[config.mk]
export PLATFORM = sky130hd
export DESIGN_NAME = mem_responder
export DESIGN_NICKNAME = d
export VERILOG_FILES = /design/src/rtl/mem_responder_pkg.sv /design/src/rtl/mem_responder.sv
export SDC_FILE = /design/constraint.sdc
export NUM_CORES = 1
export LEC_CHECK = 0
export ABC_AREA = 1
export CAP_MARGIN = 20
export CORE_UTILIZATION = 39
export DETAILED_ROUTE_END_ITERATION = 8
export GPL_TIMING_DRIVEN = 0
export PLACE_DENSITY_LB_ADDON = 0.12
export SYNTH_ARGS = -nofsm -noshare
export SYNTH_HDL_FRONTEND = slang
export SYNTH_SLANG_ARGS = --single-unit
[constraint.sdc]
create_clock -name clk -period 2.68 [get_ports clk]
set_input_delay 0.804 -clock clk [delete_from_list [all_inputs] [get_ports clk]]
set_output_delay 0.804 -clock clk [all_outputs]
set_load 0.02 [all_outputs]
[src/rtl/mem_responder_pkg.sv]
// Shared request-type and FSM-state encodings for the memory responder.
package MacroDef;

  typedef enum logic [2:0] {
    TYPE_BYTE = 3'b000,
    TYPE_HALF = 3'b001,
    TYPE_WORD = 3'b010,
    TYPE_LINE = 3'b100
  } req_type_e;

  typedef enum logic [1:0] {
    IDLE     = 2'd0,
    RD_BURST = 2'd1,
    WR_BURST = 2'd2
  } state_e;

endpackage

[src/rtl/mem_responder.sv]
// Cache-side memory responder: serves single-word and line reads/writes
// against an external synchronous RAM with 1-cycle read latency.
module mem_responder
  import MacroDef::*;
#(
  parameter int unsigned LINE_WORDS = 4,
  parameter int unsigned RAM_AW     = 16
) (
  input  logic                    clk,
  input  logic                    rst,
  input  logic                    rd_req,
  input  logic [2:0]              rd_type,
  input  logic [31:0]             rd_addr,
  output logic                    rd_rdy,
  output logic                    ret_valid,
  output logic                    ret_last,
  output logic [31:0]             ret_data,
  input  logic                    wr_req,
  input  logic [2:0]              wr_type,
  input  logic [31:0]             wr_addr,
  input  logic [3:0]              wr_wstrb,
  input  logic [32*LINE_WORDS-1:0] wr_data,
  output logic                    wr_rdy,
  output logic                    ram_en,
  output logic [3:0]              ram_we,
  output logic [RAM_AW-1:0]       ram_addr,
  output logic [31:0]             ram_wdata,
  input  logic [31:0]             ram_rdata
);

  localparam int unsigned OW = $clog2(LINE_WORDS);
  localparam int unsigned CW = OW + 1;

  state_e                  state, state_nx;
  logic [CW-1:0]           cnt, beats;
  logic [RAM_AW-1:0]       base;
  logic [3:0]              wmask;
  logic [32*LINE_WORDS-1:0] wbuf;
  logic                    rv_q, rl_q;
  logic                    rd_acc, wr_acc, issue_rd, issue_wr, last_issue;
  logic                    unused_addr_bits;

  function automatic logic [RAM_AW-1:0] line_base(input logic [RAM_AW-1:0] w,
                                                  input logic line);
    line_base = w;
    if (line) line_base[OW-1:0] = '0;
  endfunction

  always_comb begin
    unused_addr_bits = ^{rd_addr[31:RAM_AW+2], rd_addr[1:0],
                         wr_addr[31:RAM_AW+2], wr_addr[1:0]};
  end

  // Write wins a same-cycle tie so a victim writeback lands before its refill.
  always_comb begin
    wr_acc     = (state == IDLE) && wr_req;
    rd_acc     = (state == IDLE) && rd_req && !wr_req;
    issue_rd   = (state == RD_BURST) && (cnt < beats);
    issue_wr   = (state == WR_BURST);
    last_issue = (cnt == beats - CW'(1));
    state_nx   = state;
    unique case (state)
      IDLE: begin
        if (wr_acc)      state_nx = WR_BURST;
        else if (rd_acc) state_nx = RD_BURST;
      end
      RD_BURST: if (rl_q) state_nx = IDLE;
      WR_BURST: if (last_issue) state_nx = IDLE;
      default:  state_nx = IDLE;
    endcase
  end

  always_comb begin
    rd_rdy    = !rst && (state == IDLE) && !wr_req;
    wr_rdy    = !rst && (state == IDLE);
    ret_valid = !rst && rv_q;
    ret_last  = !rst && rl_q;
    ret_data  = ret_valid ? ram_rdata : '0;
    ram_en    = !rst && (issue_rd || issue_wr);
    ram_we    = (!rst && issue_wr) ? wmask : '0;
    ram_addr  = ram_en ? base + RAM_AW'(cnt) : '0;
    ram_wdata = (!rst && issue_wr) ? wbuf[32*cnt[OW-1:0] +: 32] : '0;
  end

  always_ff @(posedge clk) begin
    if (rst) begin
      state <= IDLE;
      cnt   <= '0;
      beats <= '0;
      base  <= '0;
      wmask <= '0;
      wbuf  <= '0;
      rv_q  <= 1'b0;
      rl_q  <= 1'b0;
    end else begin
      state <= state_nx;
      rv_q  <= issue_rd;
      rl_q  <= issue_rd && last_issue;
      if (wr_acc) begin
        cnt   <= '0;
        beats <= (wr_type == TYPE_LINE) ? CW'(LINE_WORDS) : CW'(1);
        base  <= line_base(wr_addr[RAM_AW+1:2], wr_type == TYPE_LINE);
        wmask <= (wr_type == TYPE_LINE) ? 4'hF : wr_wstrb;
        wbuf  <= wr_data;
      end else if (rd_acc) begin
        cnt   <= '0;
        beats <= (rd_type == TYPE_LINE) ? CW'(LINE_WORDS) : CW'(1);
        base  <= line_base(rd_addr[RAM_AW+1:2], rd_type == TYPE_LINE);
      end else if (issue_rd || issue_wr) begin
        cnt <= cnt + CW'(1);
      end
    end
  end

endmodule

=== Word-level counts from Yosys, hierarchy flattened ===
Cells that the tools add are included.

* $add $sub $neg: 3
* Multipliers: 0
* Divide/modulo/power cells: 0
* $lt $le $gt $ge: 1
* Eq/ne operators: 8
* Shift operators: 1
* Muxes and demuxes: 18
* Bitwise operators: 0
* Reduce and logical (&&, ||, !) cells: 18

{| class="wikitable"
|+ Operator list
! operator !! number
|-
| $shiftx 128x8->32 || 1
|-
| $mux 32 || 2
|-
| $mux 16 || 3
|-
| $add 16x3->16 || 1
|-
| $mux 2 || 6
|-
| $mux 3 || 4
|-
| $logic_and 1x1->1 || 11
|-
| $mux 4 || 2
|-
| $eq 3x3->1 const B || 2
|-
| $pmux 2 s3 || 1
|-
| $add 3x1->3 const B || 1
|-
| $eq 3x3->1 || 1
|-
| $lt 3x3->1 || 1
|-
| $ne 3x3->1 const B || 1
|-
| $reduce_and 3->1 || 1
|-
| $reduce_or 3->1 || 1
|-
| $sub 3x1->3 const B || 1
|-
| $eq 2x1->1 const B || 1
|-
| $eq 2x2->1 const B || 1
|-
| $logic_not 1->1 || 2
|-
| $logic_not 2->1 || 1
|-
| $ne 2x1->1 const B || 1
|-
| $ne 2x2->1 const B || 1
|-
| $reduce_bool 2->1 || 1
|-
| $logic_or 1x1->1 || 1
|}

* Flip-flop bits (word level): 158
* Latch bits: 0
* RAM bits: 0
* Bits in read-only memories: 0
* Bits of input ports: 238
* Output and inout bits: 89
* Logic and storage cells: 57
* Memories: 0

=== Logic depth before layout (Yosys ltp) ===
* Depth in word-level cells: 6
* Mapped depth: 11
* Mapped depth without buffers: 10

=== Worst setup path after synthesis ===
OpenSTA, ideal clock, no wires.

* Path type: reg2out
* Start point: reg cnt[1]
* End point: out ram_addr[12]
* Arrival time: 2.050 ns
* Data required time: 1.876 ns
* Path slack: -0.174 ns
* Cell stages (with the launch flop): 12
* Path buffers: 2
* Path through: dfxtp_1 -> buf_4 -> clkinv_2 -> clkbuf_1 -> fa_1 -> inv_1 -> nand2_1 -> a21oi_1 -> nand3_1 -> nand2_1 -> nand2_1 -> nor2_1

* Longest elaborated chain between the ends: 5
* Elaborated cells on any way between the ends: 6
* Those cells by class: add/sub (1); order compare (1); mux (1); reduce/logical (3)

{| class="wikitable"
|+ Ends and longest elaborated chain
! item !! RTL line !! source
|-
| start, declared || mem_responder.sv:35 || <nowiki>logic [CW-1:0] cnt, beats;</nowiki>
|-
| start signal, assigned || mem_responder.sv:110 || <nowiki>cnt <= cnt + CW'(1);</nowiki>
|-
| parallel branches: the longest is 4 deep, another holds $add 16x3->16 || -- ||
|-
| $mux 16 * || mem_responder.sv:81 || <nowiki>ram_addr = ram_en ? base + RAM_AW'(cnt) : '0;</nowiki>
|-
| end, declared || mem_responder.sv:26 || <nowiki>output logic [RAM_AW-1:0] ram_addr,</nowiki>
|}

Every way passes the cells marked *.

=== Final worst setup path ===
* Start point: reg cnt[0]
* End point: out ram_addr[4]

Same word-level chain as after synthesis.

==> results.json <==
{
  "worstMarginPinSlew_ns": 0.5239,
  "die_h_um": 142.0,
  "dp_hpwl_um": 21900,
  "synth_area_um2": 7646,
  "area_growth_pct": 62.25,
  "cp_slowest_cell": "dfxtp_4",
  "r2r-start": "cnt[0]",
  "crit_type": "reg -> out",
  "max-cap-violations": 0,
  "rr_worst_depth": 20,
  "violations": "negative setup slack",
  "peakVddDrop_uv": 481.1,
  "pin_count": 327,
  "hold_viol": 0,
  "p_per_area_nw_per_um2": 554.0,
  "design.core.area_um2": 18960,
  "fin_ws_ns": -0.3987,
  "die_w_um": 142.0,
  "status": "finished with violations",
  "clkLatencyLatePin_ns": 0.44,
  "drt_first_pass_iters": 6,
  "ys_types": 27,
  "wl_per_cell_um": 16.33,
  "drt_iter0_markers": 617,
  "crit_chain": "ha_4 -> inv_2 -> fa_2 -> inv_2 -> nand2_4 -> a21oi_4 -> buf_4 -> o21ai_2 -> nor2_1 -> buf_4",
  "required_ns": 1.88,
  "drt-total-wl_um": 30020,
  "drive_above_1_share_pct": 19.23,
  "remaining_drc_errors": 0,
  "cpPeakStageDelay_ns": 0.43,
  "synth_top_area_cell": "dfxtp_1",
  "placed_area_um2": 10940,
  "worstHoldPathType": "reg -> reg",
  "r2r_end": "rl_q",
  "fin_nets": 1809,
  "async_reset_ff_share_pct": 0,
  "grt_max_degree": 17,
  "fmax_ghz": 0.3248,
  "syn-num-nets": 1456,
  "hp-start": "wbuf[125]",
  "finalSetupViolCount": 48,
  "preCtsSetupSlack_ns": -0.9681,
  "grt_setup_unrepaired": "yes",
  "route.vias.total": 9139,
  "slew-limit-headroom_pct": 65.07,
  "critPathArrivalTime_ns": 2.27,
  "port_buffers": 293,
  "cp_max_fo": 5,
  "ys.flop_type": "dfxtp_1",
  "start_util_pct": 40.34,
  "dieArea_um2": 20170,
  "clkTransAtPathRegs_ns": 0.07,
  "fill_cells": 1755,
  "leakage_uw": 0.005324,
  "timing.final.crit_share_pct": 114.9,
  "ys_seq_elements": 157,
  "ant_nets": 0,
  "gp_congestion": 0.9188,
  "track_usage_pct": 28.88,
  "yosys.area.top_type_share_pct": 41.11,
  "clockBufferDepth": 2,
  "antenna_found_initial": 3,
  "avgSynthCellArea_um2": 6.314,
  "end_kind": "output pin",
  "finalPower_uw": 6872,
  "grt.overflow.total": 0,
  "min_path_cells": 2,
  "yosys_warnings": 0,
  "via_per_inst": 4.972,
  "slew_violations": 0,
  "fin_crit_ns": 3.079,
  "fin_skew_ns": 0.01006,
  "cts_tree": "built",
  "root_buffer": "clkbuf_16",
  "synthCells": 1211,
  "grt_pass1_vias": 8434,
  "htreeDepth": 4,
  "ys_seq_area_share_pct": 41.11,
  "holdWs_ns": 0.4784,
  "grt_first_pass_wirelength_um": 44040,
  "synth_edf_count": 0,
  "rows": 50,
  "cts_buffers": 17,
  "min_to": "wbuf[125]",
  "ff2ff_setup_slack_ns": 0.06,
  "cts_num_sinks": 157,
  "synth.area.top_cells": "dfxtp_1 41%, nor2_1 23%, o21ai_0 14%, nand2_1 6.0%, inv_1 3.8%",
  "startpoint_type": "flip-flop",
  "design_area_um2": 12410
}
## through the flow
stage / cells / utilization [%] / setup TNS [ns]
3_5_place_dp: 1764 / 57.70 / -51.09
5_1_grt: 1838 / 65.45 / -11.62
3_3_place_gp: 1764 / 57.70 / -51.33
6_report: 1838 / 65.45 / -7.660
4_1_cts: 1822 / 63.33 / -5.619
2_1_floorplan: 1211 / - / 0
## final cells by class
class                      instances  area, um2  area share [%]
clock buffer                      19      452.9           3.651
timing repair buffer             334       3166           25.52
inverter                          82      334.1           2.693
clock inverter                    12      160.2           1.291
tap                              260      325.3           2.622
antenna                            2      5.005         0.04034
sequential                       157       3154           25.43
multi-input combinational        894       4225           34.06
buffer                            78      583.1           4.700
## placed cells by master (no fill, tap or decap), types with 25 or more instances in the layout
master | Yosys | final
a21oi_1 | 51 | 34
buf_4 | 7 | 65
buf_6 | 3 | 34
clkbuf_1 | 48 | 29
clkbuf_16 | 0 | 27
clkbuf_2 | 0 | 37
clkdlybuf4s50_1 | 0 | 204
dfxtp_1 | 157 | 154
inv_1 | 78 | 73
nand2_1 | 122 | 110
nand3_1 | 25 | 25
nor2_1 | 464 | 437
o21ai_0 | 207 | 154
o21ai_1 | 2 | 37
## critical path: cells and delay by family, from the launching register on
kind | cells | cell delay [ns]
AO/OA/AOI/OAI | 2 | 0.21
flip-flops | 1 | 0.43
buffers and inverters | 4 | 0.46
adder cells (fa/ha/maj) | 2 | 0.52
AND/OR/NAND/NOR | 2 | 0.21
## Yosys cell counts, types with 2 or more instances
cell      count
clkbuf_1     48
o21ai_1       2
ha_1          6
nand4_1       5
nor2_2        2
o21ai_0     207
nand2_1     122
nand3_1      25
nand2_2       2
buf_2        19
nor2_1      464
a21oi_1      51
dfxtp_1     157
inv_1        78
buf_6         3
inv_2         2
buf_4         7
clkinv_2      2
## timing repair
action,CTS,global route
pin swaps,34,44
gates resized for setup,430,199
gates cloned,1,6
setup buffers,26,12
setup endpoints to repair,89,82
hold buffers,0,0
## power breakdown
group,switching (uW),internal [uW],total (uW)
sequential,158,2580,2730
clock,1020,1510,2530
combinational,863,743,1610
total,2040,4830,6870
## cell families after synthesis
kind of cell,after synthesis,share of synthesized area [%]
AND/OR/NAND/NOR,622,31.30
AO/OA/AOI/OAI,264,17.39
adder cells (fa/ha/maj),7,1.244
flip-flops,157,41.11
buffers and inverters,160,8.836
XOR/XNOR,1,0.1146
## worst max-delay path by stage
stage,slack [ns],end,cells after the start,start
detailed placement,-0.97,ram_addr[1],11,cnt[0]
CTS,-0.36,ram_addr[8],10,cnt[0]
floorplan,0.03,ram_addr[8],11,cnt[1]
finish,-0.40,ram_addr[4],10,cnt[0]
global route,-0.45,ram_addr[10],10,cnt[0]
global placement,-0.95,ram_addr[1],11,cnt[0]
## sequential cells by signal (all words and copies together), names as in the netlist
| name | count |
|---|---|
| wbuf | 128 |
| base | 16 |
| wmask | 4 |
| cnt | 3 |
| beats | 2 |
| state | 2 |
| rl_q | 1 |
| rv_q | 1 |
## routing by layer
layer	part of all wire, %	wire (um)	vias up	GRT usage [%]
met5	0.043	13	-	0
met4	2.7	815	2	11.94
met3	8.0	2390	55	8.008
met2	50	15110	359	51.65
met1	39	11690	4176	32.05
li1	-	-	4547	-
Power figures use the tool's default switching activity.
